--- config.mk ---
export PLATFORM = sky130hd
export DESIGN_NAME = ll_queue_scheduler_flat
export DESIGN_NICKNAME = d
export VERILOG_FILES = /design/src/rtl/ll_queue_scheduler_if.sv /design/src/rtl/ll_queue_scheduler.sv /design/src/flat_wrapper.sv
export SDC_FILE = /design/constraint.sdc
export NUM_CORES = 1
export LEC_CHECK = 0
export CORE_AREA = 2 2 39 41
export CTS_BUF_LIST = sky130_fd_sc_hd__clkbuf_16
export DETAILED_ROUTE_END_ITERATION = 10
export DIE_AREA = 0 0 41 43
export DONT_BUFFER_PORTS = 1
export MAX_ROUTING_LAYER = met4
export PLACE_DENSITY = 0.49
export SKIP_CTS_REPAIR_TIMING = 1
export SLEW_MARGIN = 5
export SYNTH_ARGS = -nofsm -noshare
export SYNTH_HDL_FRONTEND = slang
export SYNTH_SLANG_ARGS = --single-unit
--- constraint.sdc ---
create_clock -name clk -period 3.9 [get_ports clk]
set_clock_uncertainty 0.2 [all_clocks]
set_input_delay 1.17 -clock clk [delete_from_list [all_inputs] [get_ports clk]]
set_output_delay 1.17 -clock clk [all_outputs]
set_load 0.02 [all_outputs]
--- src/rtl/ll_queue_scheduler_if.sv ---
// Handshake bundle between the queue scheduler, its requesters/consumer and the linked list.
// The scheduler connects through the slave modport; the environment drives the master side.
interface ll_queue_scheduler_if #(
  parameter int NUM_ELEMS = 4,
  parameter int NUM_LISTS = 2,
  parameter int PTR_WIDTH = $clog2(NUM_ELEMS),
  parameter int IDX_WIDTH = (NUM_LISTS > 1) ? $clog2(NUM_LISTS) : 1
);
  logic [NUM_LISTS-1:0] enq_req;
  logic [NUM_LISTS-1:0] enq_gnt;
  logic [PTR_WIDTH-1:0] enq_ptr;
  logic                 deq_ready;
  logic                 deq_valid;
  logic [IDX_WIDTH-1:0] deq_list;
  logic [PTR_WIDTH-1:0] deq_ptr;
  logic [NUM_LISTS-1:0] flush_req;
  logic                 flush_busy;
  logic                 flush_done;
  logic [NUM_LISTS-1:0] ll_push;
  logic [NUM_LISTS-1:0] ll_pop;
  logic                 ll_full;
  logic [NUM_LISTS-1:0] ll_empty;
  logic [PTR_WIDTH-1:0] ll_free_ptr;
  logic [PTR_WIDTH-1:0] ll_popped_head;

  modport slave (
    input  enq_req, deq_ready, flush_req, ll_full, ll_empty, ll_free_ptr, ll_popped_head,
    output enq_gnt, enq_ptr, deq_valid, deq_list, deq_ptr, flush_busy, flush_done, ll_push, ll_pop
  );

  modport master (
    output enq_req, deq_ready, flush_req, ll_full, ll_empty, ll_free_ptr, ll_popped_head,
    input  enq_gnt, enq_ptr, deq_valid, deq_list, deq_ptr, flush_busy, flush_done, ll_push, ll_pop
  );
endinterface

--- src/rtl/ll_queue_scheduler.sv ---
// Push/pop scheduler for a shared-memory multi-list linked list: round-robin enqueue,
// weighted round-robin dequeue with per-owner bursts, and a per-list flush sequencer.
module ll_queue_scheduler #(
  parameter int NUM_ELEMS = 4,
  parameter int NUM_LISTS = 2,
  parameter int PTR_WIDTH = $clog2(NUM_ELEMS),
  parameter int IDX_WIDTH = (NUM_LISTS > 1) ? $clog2(NUM_LISTS) : 1,
  parameter int BURST     = 2
) (
  input  logic                  clk,
  input  logic                  rst,
  ll_queue_scheduler_if.slave   bus
);

  localparam int CNT_WIDTH = $clog2(BURST + 1);

  typedef enum logic [0:0] {
    ST_IDLE  = 1'b0,
    ST_FLUSH = 1'b1
  } state_t;

  state_t               state_r, state_s;
  logic [IDX_WIDTH-1:0] enq_rr_r, enq_rr_s;
  logic [IDX_WIDTH-1:0] deq_rr_r, deq_rr_s;
  logic [IDX_WIDTH-1:0] flush_idx_r, flush_idx_s;
  logic [CNT_WIDTH-1:0] burst_cnt_r, burst_cnt_s;

  logic [NUM_LISTS-1:0] enq_gnt_s;
  logic [NUM_LISTS-1:0] ll_pop_s;
  logic [IDX_WIDTH-1:0] pop_idx_s;
  logic                 flush_done_s;

  logic                 enq_hit_s;
  logic [IDX_WIDTH-1:0] enq_idx_s;
  logic                 sw_hit_s;
  logic [IDX_WIDTH-1:0] sw_idx_s;
  logic                 owner_ok_s;
  logic [NUM_LISTS-1:0] elig_s;
  logic [IDX_WIDTH-1:0] freq_idx_s;

  // Circular list index: base + offs wrapped into [0, NUM_LISTS).
  function automatic logic [IDX_WIDTH-1:0] wrap_add(input logic [IDX_WIDTH-1:0] base, input int offs);
    int s;
    s = int'(base) + offs;
    if (s >= NUM_LISTS) begin
      s = s - NUM_LISTS;
    end else begin
      s = s;
    end
    return IDX_WIDTH'(s);
  endfunction

  // Candidate searches: enqueue from enq_rr, dequeue switch target strictly after deq_rr.
  always_comb begin
    elig_s     = ~bus.ll_empty;
    enq_hit_s  = 1'b0;
    enq_idx_s  = {IDX_WIDTH{1'b0}};
    sw_hit_s   = 1'b0;
    sw_idx_s   = {IDX_WIDTH{1'b0}};
    freq_idx_s = {IDX_WIDTH{1'b0}};
    for (int k = 0; k < NUM_LISTS; k++) begin
      if (!enq_hit_s && bus.enq_req[wrap_add(enq_rr_r, k)]) begin
        enq_hit_s = 1'b1;
        enq_idx_s = wrap_add(enq_rr_r, k);
      end else begin
        enq_hit_s = enq_hit_s;
      end
    end
    // Offset NUM_LISTS wraps back to the owner itself, which then starts a fresh burst.
    for (int k = 1; k <= NUM_LISTS; k++) begin
      if (!sw_hit_s && elig_s[wrap_add(deq_rr_r, k % NUM_LISTS)]) begin
        sw_hit_s = 1'b1;
        sw_idx_s = wrap_add(deq_rr_r, k % NUM_LISTS);
      end else begin
        sw_hit_s = sw_hit_s;
      end
    end
    for (int k = NUM_LISTS - 1; k >= 0; k--) begin
      if (bus.flush_req[k]) begin
        freq_idx_s = IDX_WIDTH'(k);
      end else begin
        freq_idx_s = freq_idx_s;
      end
    end
    owner_ok_s = elig_s[deq_rr_r] && (burst_cnt_r < CNT_WIDTH'(BURST));
  end

  // Next-state and strobe generation for arbitration and the flush FSM.
  always_comb begin
    state_s      = state_r;
    enq_rr_s     = enq_rr_r;
    deq_rr_s     = deq_rr_r;
    flush_idx_s  = flush_idx_r;
    burst_cnt_s  = burst_cnt_r;
    enq_gnt_s    = {NUM_LISTS{1'b0}};
    ll_pop_s     = {NUM_LISTS{1'b0}};
    pop_idx_s    = {IDX_WIDTH{1'b0}};
    flush_done_s = 1'b0;
    if (rst) begin
      state_s = ST_IDLE;
    end else begin
      case (state_r)
        ST_IDLE: begin
          if (enq_hit_s && !bus.ll_full) begin
            enq_gnt_s[enq_idx_s] = 1'b1;
            enq_rr_s             = wrap_add(enq_idx_s, 1);
          end else begin
            enq_rr_s = enq_rr_r;
          end
          if (bus.deq_ready && owner_ok_s) begin
            ll_pop_s[deq_rr_r] = 1'b1;
            pop_idx_s          = deq_rr_r;
            burst_cnt_s        = burst_cnt_r + CNT_WIDTH'(1);
          end else if (bus.deq_ready && sw_hit_s) begin
            ll_pop_s[sw_idx_s] = 1'b1;
            pop_idx_s          = sw_idx_s;
            deq_rr_s           = sw_idx_s;
            burst_cnt_s        = CNT_WIDTH'(1);
          end else begin
            burst_cnt_s = burst_cnt_r;
          end
          if (|bus.flush_req) begin
            state_s     = ST_FLUSH;
            flush_idx_s = freq_idx_s;
          end else begin
            state_s = ST_IDLE;
          end
        end
        ST_FLUSH: begin
          if (!bus.ll_empty[flush_idx_r]) begin
            ll_pop_s[flush_idx_r] = 1'b1;
            pop_idx_s             = flush_idx_r;
          end else begin
            flush_done_s = 1'b1;
            burst_cnt_s  = {CNT_WIDTH{1'b0}};
            state_s      = ST_IDLE;
          end
        end
        default: begin
          state_s = ST_IDLE;
        end
      endcase
    end
  end

  // State registers with synchronous reset.
  always_ff @(posedge clk) begin
    if (rst) begin
      state_r     <= ST_IDLE;
      enq_rr_r    <= {IDX_WIDTH{1'b0}};
      deq_rr_r    <= {IDX_WIDTH{1'b0}};
      flush_idx_r <= {IDX_WIDTH{1'b0}};
      burst_cnt_r <= {CNT_WIDTH{1'b0}};
    end else begin
      state_r     <= state_s;
      enq_rr_r    <= enq_rr_s;
      deq_rr_r    <= deq_rr_s;
      flush_idx_r <= flush_idx_s;
      burst_cnt_r <= burst_cnt_s;
    end
  end

  assign bus.enq_gnt    = enq_gnt_s;
  assign bus.ll_push    = enq_gnt_s;
  assign bus.enq_ptr    = bus.ll_free_ptr;
  assign bus.ll_pop     = ll_pop_s;
  assign bus.deq_valid  = |ll_pop_s;
  assign bus.deq_list   = pop_idx_s;
  assign bus.deq_ptr    = bus.ll_popped_head;
  assign bus.flush_busy = !rst && (state_r == ST_FLUSH);
  assign bus.flush_done = flush_done_s;

endmodule

--- src/flat_wrapper.sv ---
// flat-port wrapper written by rule: the top's interface ports become plain ports
module ll_queue_scheduler_flat 
#(
  parameter int NUM_ELEMS = 4,
  parameter int NUM_LISTS = 2,
  parameter int PTR_WIDTH = $clog2(NUM_ELEMS),
  parameter int IDX_WIDTH = (NUM_LISTS > 1) ? $clog2(NUM_LISTS) : 1,
  parameter int BURST     = 2
)
  (clk, rst, bus_enq_req, bus_deq_ready, bus_flush_req, bus_ll_full, bus_ll_empty, bus_ll_free_ptr, bus_ll_popped_head, bus_enq_gnt, bus_enq_ptr, bus_deq_valid, bus_deq_list, bus_deq_ptr, bus_flush_busy, bus_flush_done, bus_ll_push, bus_ll_pop);
  ll_queue_scheduler_if #(.NUM_ELEMS(NUM_ELEMS), .NUM_LISTS(NUM_LISTS), .PTR_WIDTH(PTR_WIDTH), .IDX_WIDTH(IDX_WIDTH)) bus_i ();
  input  logic clk;
  input  logic rst;
  input wire logic [$bits(bus_i.enq_req)-1:0] bus_enq_req;
  input wire logic [$bits(bus_i.deq_ready)-1:0] bus_deq_ready;
  input wire logic [$bits(bus_i.flush_req)-1:0] bus_flush_req;
  input wire logic [$bits(bus_i.ll_full)-1:0] bus_ll_full;
  input wire logic [$bits(bus_i.ll_empty)-1:0] bus_ll_empty;
  input wire logic [$bits(bus_i.ll_free_ptr)-1:0] bus_ll_free_ptr;
  input wire logic [$bits(bus_i.ll_popped_head)-1:0] bus_ll_popped_head;
  output wire logic [$bits(bus_i.enq_gnt)-1:0] bus_enq_gnt;
  output wire logic [$bits(bus_i.enq_ptr)-1:0] bus_enq_ptr;
  output wire logic [$bits(bus_i.deq_valid)-1:0] bus_deq_valid;
  output wire logic [$bits(bus_i.deq_list)-1:0] bus_deq_list;
  output wire logic [$bits(bus_i.deq_ptr)-1:0] bus_deq_ptr;
  output wire logic [$bits(bus_i.flush_busy)-1:0] bus_flush_busy;
  output wire logic [$bits(bus_i.flush_done)-1:0] bus_flush_done;
  output wire logic [$bits(bus_i.ll_push)-1:0] bus_ll_push;
  output wire logic [$bits(bus_i.ll_pop)-1:0] bus_ll_pop;
  assign bus_i.enq_req = bus_enq_req;
  assign bus_i.deq_ready = bus_deq_ready;
  assign bus_i.flush_req = bus_flush_req;
  assign bus_i.ll_full = bus_ll_full;
  assign bus_i.ll_empty = bus_ll_empty;
  assign bus_i.ll_free_ptr = bus_ll_free_ptr;
  assign bus_i.ll_popped_head = bus_ll_popped_head;
  assign bus_enq_gnt = bus_i.enq_gnt;
  assign bus_enq_ptr = bus_i.enq_ptr;
  assign bus_deq_valid = bus_i.deq_valid;
  assign bus_deq_list = bus_i.deq_list;
  assign bus_deq_ptr = bus_i.deq_ptr;
  assign bus_flush_busy = bus_i.flush_busy;
  assign bus_flush_done = bus_i.flush_done;
  assign bus_ll_push = bus_i.ll_push;
  assign bus_ll_pop = bus_i.ll_pop;
  ll_queue_scheduler #(.NUM_ELEMS(NUM_ELEMS), .NUM_LISTS(NUM_LISTS), .PTR_WIDTH(PTR_WIDTH), .IDX_WIDTH(IDX_WIDTH), .BURST(BURST)) u_core (.clk(clk), .rst(rst), .bus(bus_i));
endmodule
# ---- Word-level counts from Yosys, hierarchy flattened
# Index checks and enable logic that the tools add are counted.
dict set report word_totals {
  ff_bits 6
  inputBits 14
  word_cells 116
}
dict set report op_classes {
  addsub 9
  magnitude_cmp 18
  eq_ne 2
  n_mux 58
  bitwise_logic 3
  reduce_logical 21
}
# operator count
set op_table {}
lappend op_table {{2-to-1 mux 1 bit} 40}
lappend op_table {{2-to-1 mux 2 bit} 10}
lappend op_table {{< comparator 1 x 2 -> 1 bit, second input constant} 8}
lappend op_table {{logical AND 1 bit} 11}
lappend op_table {{case mux 2 bit (2 select lines)} 2}
lappend op_table {{adder 1 x 1 -> 2 bit, second input constant} 3}
lappend op_table {{greater-or-equal comparator 2 bit, second input constant} 3}
lappend op_table {{AND reduction 2 bit} 3}
lappend op_table {{subtractor 1 bit, second input constant} 5}
lappend op_table {{demux 1 bit (select 1 bit)} 4}
lappend op_table {{greater-or-equal comparator 1 bit, second input constant} 4}
lappend op_table {{greater-or-equal comparator 1 x 2 -> 1 bit, second input constant} 2}
lappend op_table {{logical NOT 1 bit} 4}
lappend op_table {{case mux 1 bit (2 select lines)} 2}
lappend op_table {{OR reduction 2 bit} 2}
lappend op_table {{inequality test 3 x 1 -> 1 bit, second input constant} 1}
lappend op_table {{AND reduction 3 bit} 1}
lappend op_table {{adder 2 x 1 -> 2 bit, second input constant} 1}
lappend op_table {{< comparator 2 bit, second input constant} 1}
lappend op_table {{inequality test 2 bit, second input constant} 1}
lappend op_table {{inverter 1 bit} 2}
lappend op_table {{inverter 2 bit} 1}

# ---- Depth between registers and ports, before layout
dict set report logic_depth {
  word_depth 18
  ltp_mapped 4
}

# ---- Least setup slack after synthesis
# Ideal clock, no wire load.
dict set report synth_path {
  path_kind {in2out}
  from {in rst}
  to {out bus_ll_push[1]}
  arrival_ps 2439
  required_ps 2530
  slack_ps 91
  cell_stages 3
  cell_sequence {clkbuf_1 -> nor4_1 -> buf_4}
}
dict set report synth_via {
  elab_chain_len 1
}
# element line
set synth_lines {}
lappend synth_lines {{from (decl)} flat_wrapper.sv:13} ;# input logic rst;
lappend synth_lines {{2-to-1 mux 2 bit} ll_queue_scheduler.sv:99} ;# if (rst) begin
lappend synth_lines {{to (decl)} flat_wrapper.sv:28} ;# output wire logic [$bits(bus_i.ll_push)-1:0] bus_ll_push;
# Every way passes these cells.

# ---- Worst setup path after layout
dict set report layout_path {
  from {in bus_ll_empty[1]}
  to {out bus_deq_valid}
}
dict set report layout_via {
  elab_chain_len 16
  word_cells_on_any_way 29
  classes_between {order compare (2); mux (19); bitwise (1); reduce/logical (7)}
}
# element line
set layout_lines {}
lappend layout_lines {{from (decl)} flat_wrapper.sv:18} ;# input wire logic [$bits(bus_i.ll_empty)-1:0] bus_ll_empty;
lappend layout_lines {{inverter 2 bit} ll_queue_scheduler.sv:55} ;# elig_s = ~bus.ll_empty;
lappend layout_lines {{2-to-1 mux 1 bit (not written as such) (2 in series)} ll_queue_scheduler.sv:71} ;# if (!sw_hit_s && elig_s[wrap_add(deq_rr_r, k % NUM_LISTS)]) begin
lappend layout_lines {{2-to-1 mux 1 bit} ll_queue_scheduler.sv:71}
lappend layout_lines {{logical NOT 1 bit} ll_queue_scheduler.sv:71}
lappend layout_lines {{logical AND 1 bit} ll_queue_scheduler.sv:71}
lappend layout_lines {{2-to-1 mux 1 bit} ll_queue_scheduler.sv:71}
lappend layout_lines {{< comparator 1 x 2 -> 1 bit (not written as such) or greater-or-equal comparator 1 bit (tied branches)} ll_queue_scheduler.sv:115} ;# ll_pop_s[sw_idx_s] = 1'b1;
lappend layout_lines {{logical AND 1 bit (not written as such)} ll_queue_scheduler.sv:115}
lappend layout_lines {{2-to-1 mux 1 bit (not written as such)} ll_queue_scheduler.sv:115}
lappend layout_lines {{demux 1 bit (select 1 bit)} n/a}
lappend layout_lines {{2-to-1 mux 2 bit} ll_queue_scheduler.sv:114} ;# end else if (bus.deq_ready && sw_hit_s) begin
lappend layout_lines {{2-to-1 mux 2 bit} ll_queue_scheduler.sv:110} ;# if (bus.deq_ready && owner_ok_s) begin
lappend layout_lines {{case mux 2 bit (2 select lines) *} ll_queue_scheduler.sv:102} ;# case (state_r)
lappend layout_lines {{2-to-1 mux 2 bit *} ll_queue_scheduler.sv:99}
lappend layout_lines {{OR reduction 2 bit *} ll_queue_scheduler.sv:167} ;# assign bus.deq_valid = |ll_pop_s;
lappend layout_lines {{to (decl)} flat_wrapper.sv:23} ;# output wire logic [$bits(bus_i.deq_valid)-1:0] bus_deq_valid;
# Mark *: on every way between the ends. The rest lies on a longest branch, timed or not. The select of a mux whose other input is x is not followed.

==> results.py <==
metrics = {
    "floorplanning": {
        "die-area_um2": 1760,
        "core_um2": 1380,
        "die_h_um": 43,
        "initial_utilization": 0.321,
        "num_io_pins": 28,
        "num_rows": 14,
        "fp.dieW_um": 41,
    },
    "logic_synthesis": {
        "synth_seq_area_share": 0.270,
        "post_synth_xor_area_fraction": 0.0197,
        "synth_simple_gate_area_share": 0.239,
        "synthesis.area_um2": 444,
        "synth_adder_area_share": 0,
        "yosys-mux-area-fraction": 0.0479,
        "postSynth.asyncResetShare": 0,
        "synth_compound_area_frac": 0.259,
        "synth-main-ff-cell": "dfxtp_1",
        "synth_top_family_by_area": "compound AO/OA/AOI/OAI gates",
        "post_synth.cell_area_avg_um2": 8.23,
        "number_of_synthesized_flops_with_an_enable_pin": 0,
        "synth_seq_cells": 6,
        "synth.lib_cells_used.distinct": 32,
        "mappedNetlistNets": 68,
        "synth_warnings": 0,
        "syn_inst": 54,
    },
    "routing": {
        "count_of_unresolved_drc_violations_after_routing": 0,
        "postRouteWirelength_um": 937,
        "vias": 390,
        "routedWlPerCell_um": 13.8,
        "drt-pass1-iter-count": 4,
        "detail_route.vias_per_cell": 5.74,
        "drt-initial-drc-count": 7,
        "drtAntennaViolNets": 0,
    },
    "final_layout": {
        "multi_input_area_um2": 258,
        "num-nets-final": 68,
        "layout_common_cells": "dfxtp_1 (6), a21oi_1 (4), buf_4 (4)",
        "fin_area_um2": 514,
        "area_delta_synth_final_pct": 15.8,
        "area.sequential_um2": 120,
        "final_common_cell": "dfxtp_1",
        "share_of_cells_above_drive_strength_1": 0.212,
        "fillerInstances": 143,
        "insertedDiodeCount": 0,
    },
    "clock_tree": {
        "htree_num_levels": 1,
        "clock_pin_slew_of_the_registers_on_the_worst_case_setup_and_hold_paths_ns": 0.03,
        "clock-sinks": 6,
        "insertion_delay_ns": 0.23,
        "clock_path_buffers": 2,
        "cts_buffers": 3,
        "clock-root-buffer": "clkbuf_16",
        "tritoncts": "done",
    },
    "sta": {
        "grt_setup_unrepaired": "no",
        "timing.final.hold_violations": 0,
        "final.setup.tns_ns": 0,
        "fmax_mhz": 299,
        "timing_max_transition_violations_final": 0,
        "worst_pin_slew_ns": 0.408,
        "post-route-period-util": 0.858,
        "finalWorstPathRequiredPeriod_ns": 3.35,
        "relSlewSlack": 0.727,
        "finalSetupViolCount": 0,
    },
    "power": {
        "leakagePower_nw": 0.198,
        "power.density_cell_area_nw_per_um2": 520,
        "ir_drop_mv": 0.226,
        "fin_total_pwr_w": 0.000267,
    },
    "min_path": {
        "min_from": "u_core.enq_rr_r",
        "hold_path_end": "u_core.enq_rr_r",
        "hold_path_depth": 1,
        "timing.hold.worst.class": "register to register",
    },
    "worst_setup_path": {
        "cp.required_ns": 2.53,
        "critical_path_at_ns": 1.98,
        "rr_endpoint": "u_core.burst_cnt_r[0]",
        "crit-reg2reg-launch": "u_core.flush_idx_r",
        "kind_of_start_point_of_the_critical_path": "primary input",
        "worst-setup-path-type": "primary input to primary output",
        "r2r.worst_path.cells": 3,
        "reg2reg_slack_ns": 2.49,
        "worstSetupEndpointType": "primary output",
        "worstPathMaxFanout": 6,
    },
    "global_routing": {
        "grt_first_pass_wirelength_mm": 1.36,
        "first_global_vias": 327,
        "global_route_total_usage_across_every_layer": 0.123,
        "grt_max_degree": 13,
        "gr-total-overflow": 0,
        "number_of_antenna_violations_at_the_first_check_in_global_routing": 0,
    },
    "place": {
        "hpwl_um": 703,
        "io_buffers": 0,
        "placedInstanceArea_um2": 439,
        "place.gp.congestion": 0.669,
    },
    "outcome": {
        "status": "finished, final reports clean",
    },
    "job": {
        "maxCapViolations": 0,
    },
}
[worst max-delay path by stage]
stage               startpoint  cells after the start              to
3_3_place_gp   bus_ll_empty[1]                      3   bus_deq_valid
2_1_floorplan              rst                      3  bus_ll_push[1]
5_1_grt        bus_ll_empty[1]                      3   bus_deq_valid
3_5_place_dp   bus_ll_empty[1]                      3   bus_deq_valid
4_1_cts        bus_ll_empty[1]                      3   bus_deq_valid
6_report       bus_ll_empty[1]                      3   bus_deq_valid
[critical path: stages]
cell and delay (ns):
mux2_2 0.25, a21oi_1 0.25, o211a_1 0.30
[cell usage after synthesis, types with 2 or more instances]
library cell,instances,area [µm²]
dfxtp_1,6,120
nor2_1,2,7.51
a21oi_1,4,20.0
nor4_1,2,12.5
inv_1,3,11.3
o21ai_0,3,15.0
nand2_1,3,11.3
buf_4,7,52.6
[logic make-up after synthesis]
group | Yosys count
simple gates | 17
compound gates | 16
buf+inv | 12
flops | 6
mux | 2
xor+xnor | 1
[area by class of cell]
type	count	area share
multi-input combinational	36	0.501
timing repair buffer	4	0.0584
clock buffer	3	0.146
inverter	3	0.0219
tap	16	0.0389
sequential	6	0.234
[metal layers]
metal,vias to the layer above,wire [µm],track usage,part of all wire
met5,-,0,-,0
met4,0,22,0.0800,0.023
met3,4,133,0.0471,0.14
met2,23,367,0.141,0.39
met1,175,414,0.171,0.44
li1,188,-,-,-
[registers in the layout (all words and copies together) (netlist names)]
signal,flops
u_core.flush_idx_r,1
u_core.burst_cnt_r,2
u_core.enq_rr_r,1
u_core.state_r,1
u_core.deq_rr_r,1
[report_power, final]
group	switching [W]	leakage (nW)	internal, W	total [W]
registers	0.00000615	0.0494	0.0000662	0.0000723
clock network	0.0000327	0.0370	0.000131	0.000164
logic	0.0000170	0.111	0.0000139	0.0000309
[per-stage QoR]
step	instances	util	worst slack [ns]	hold WS, ns
2_1_floorplan	54	-	0.0909	0.266
3_3_place_gp	65	0.317	0.541	0.282
3_5_place_dp	65	0.317	0.528	0.297
4_1_cts	68	0.372	0.545	0.305
5_1_grt	68	0.372	0.497	0.330
6_report	68	0.372	0.555	0.301
No activity file was read; power rests on OpenSTA's default activity.
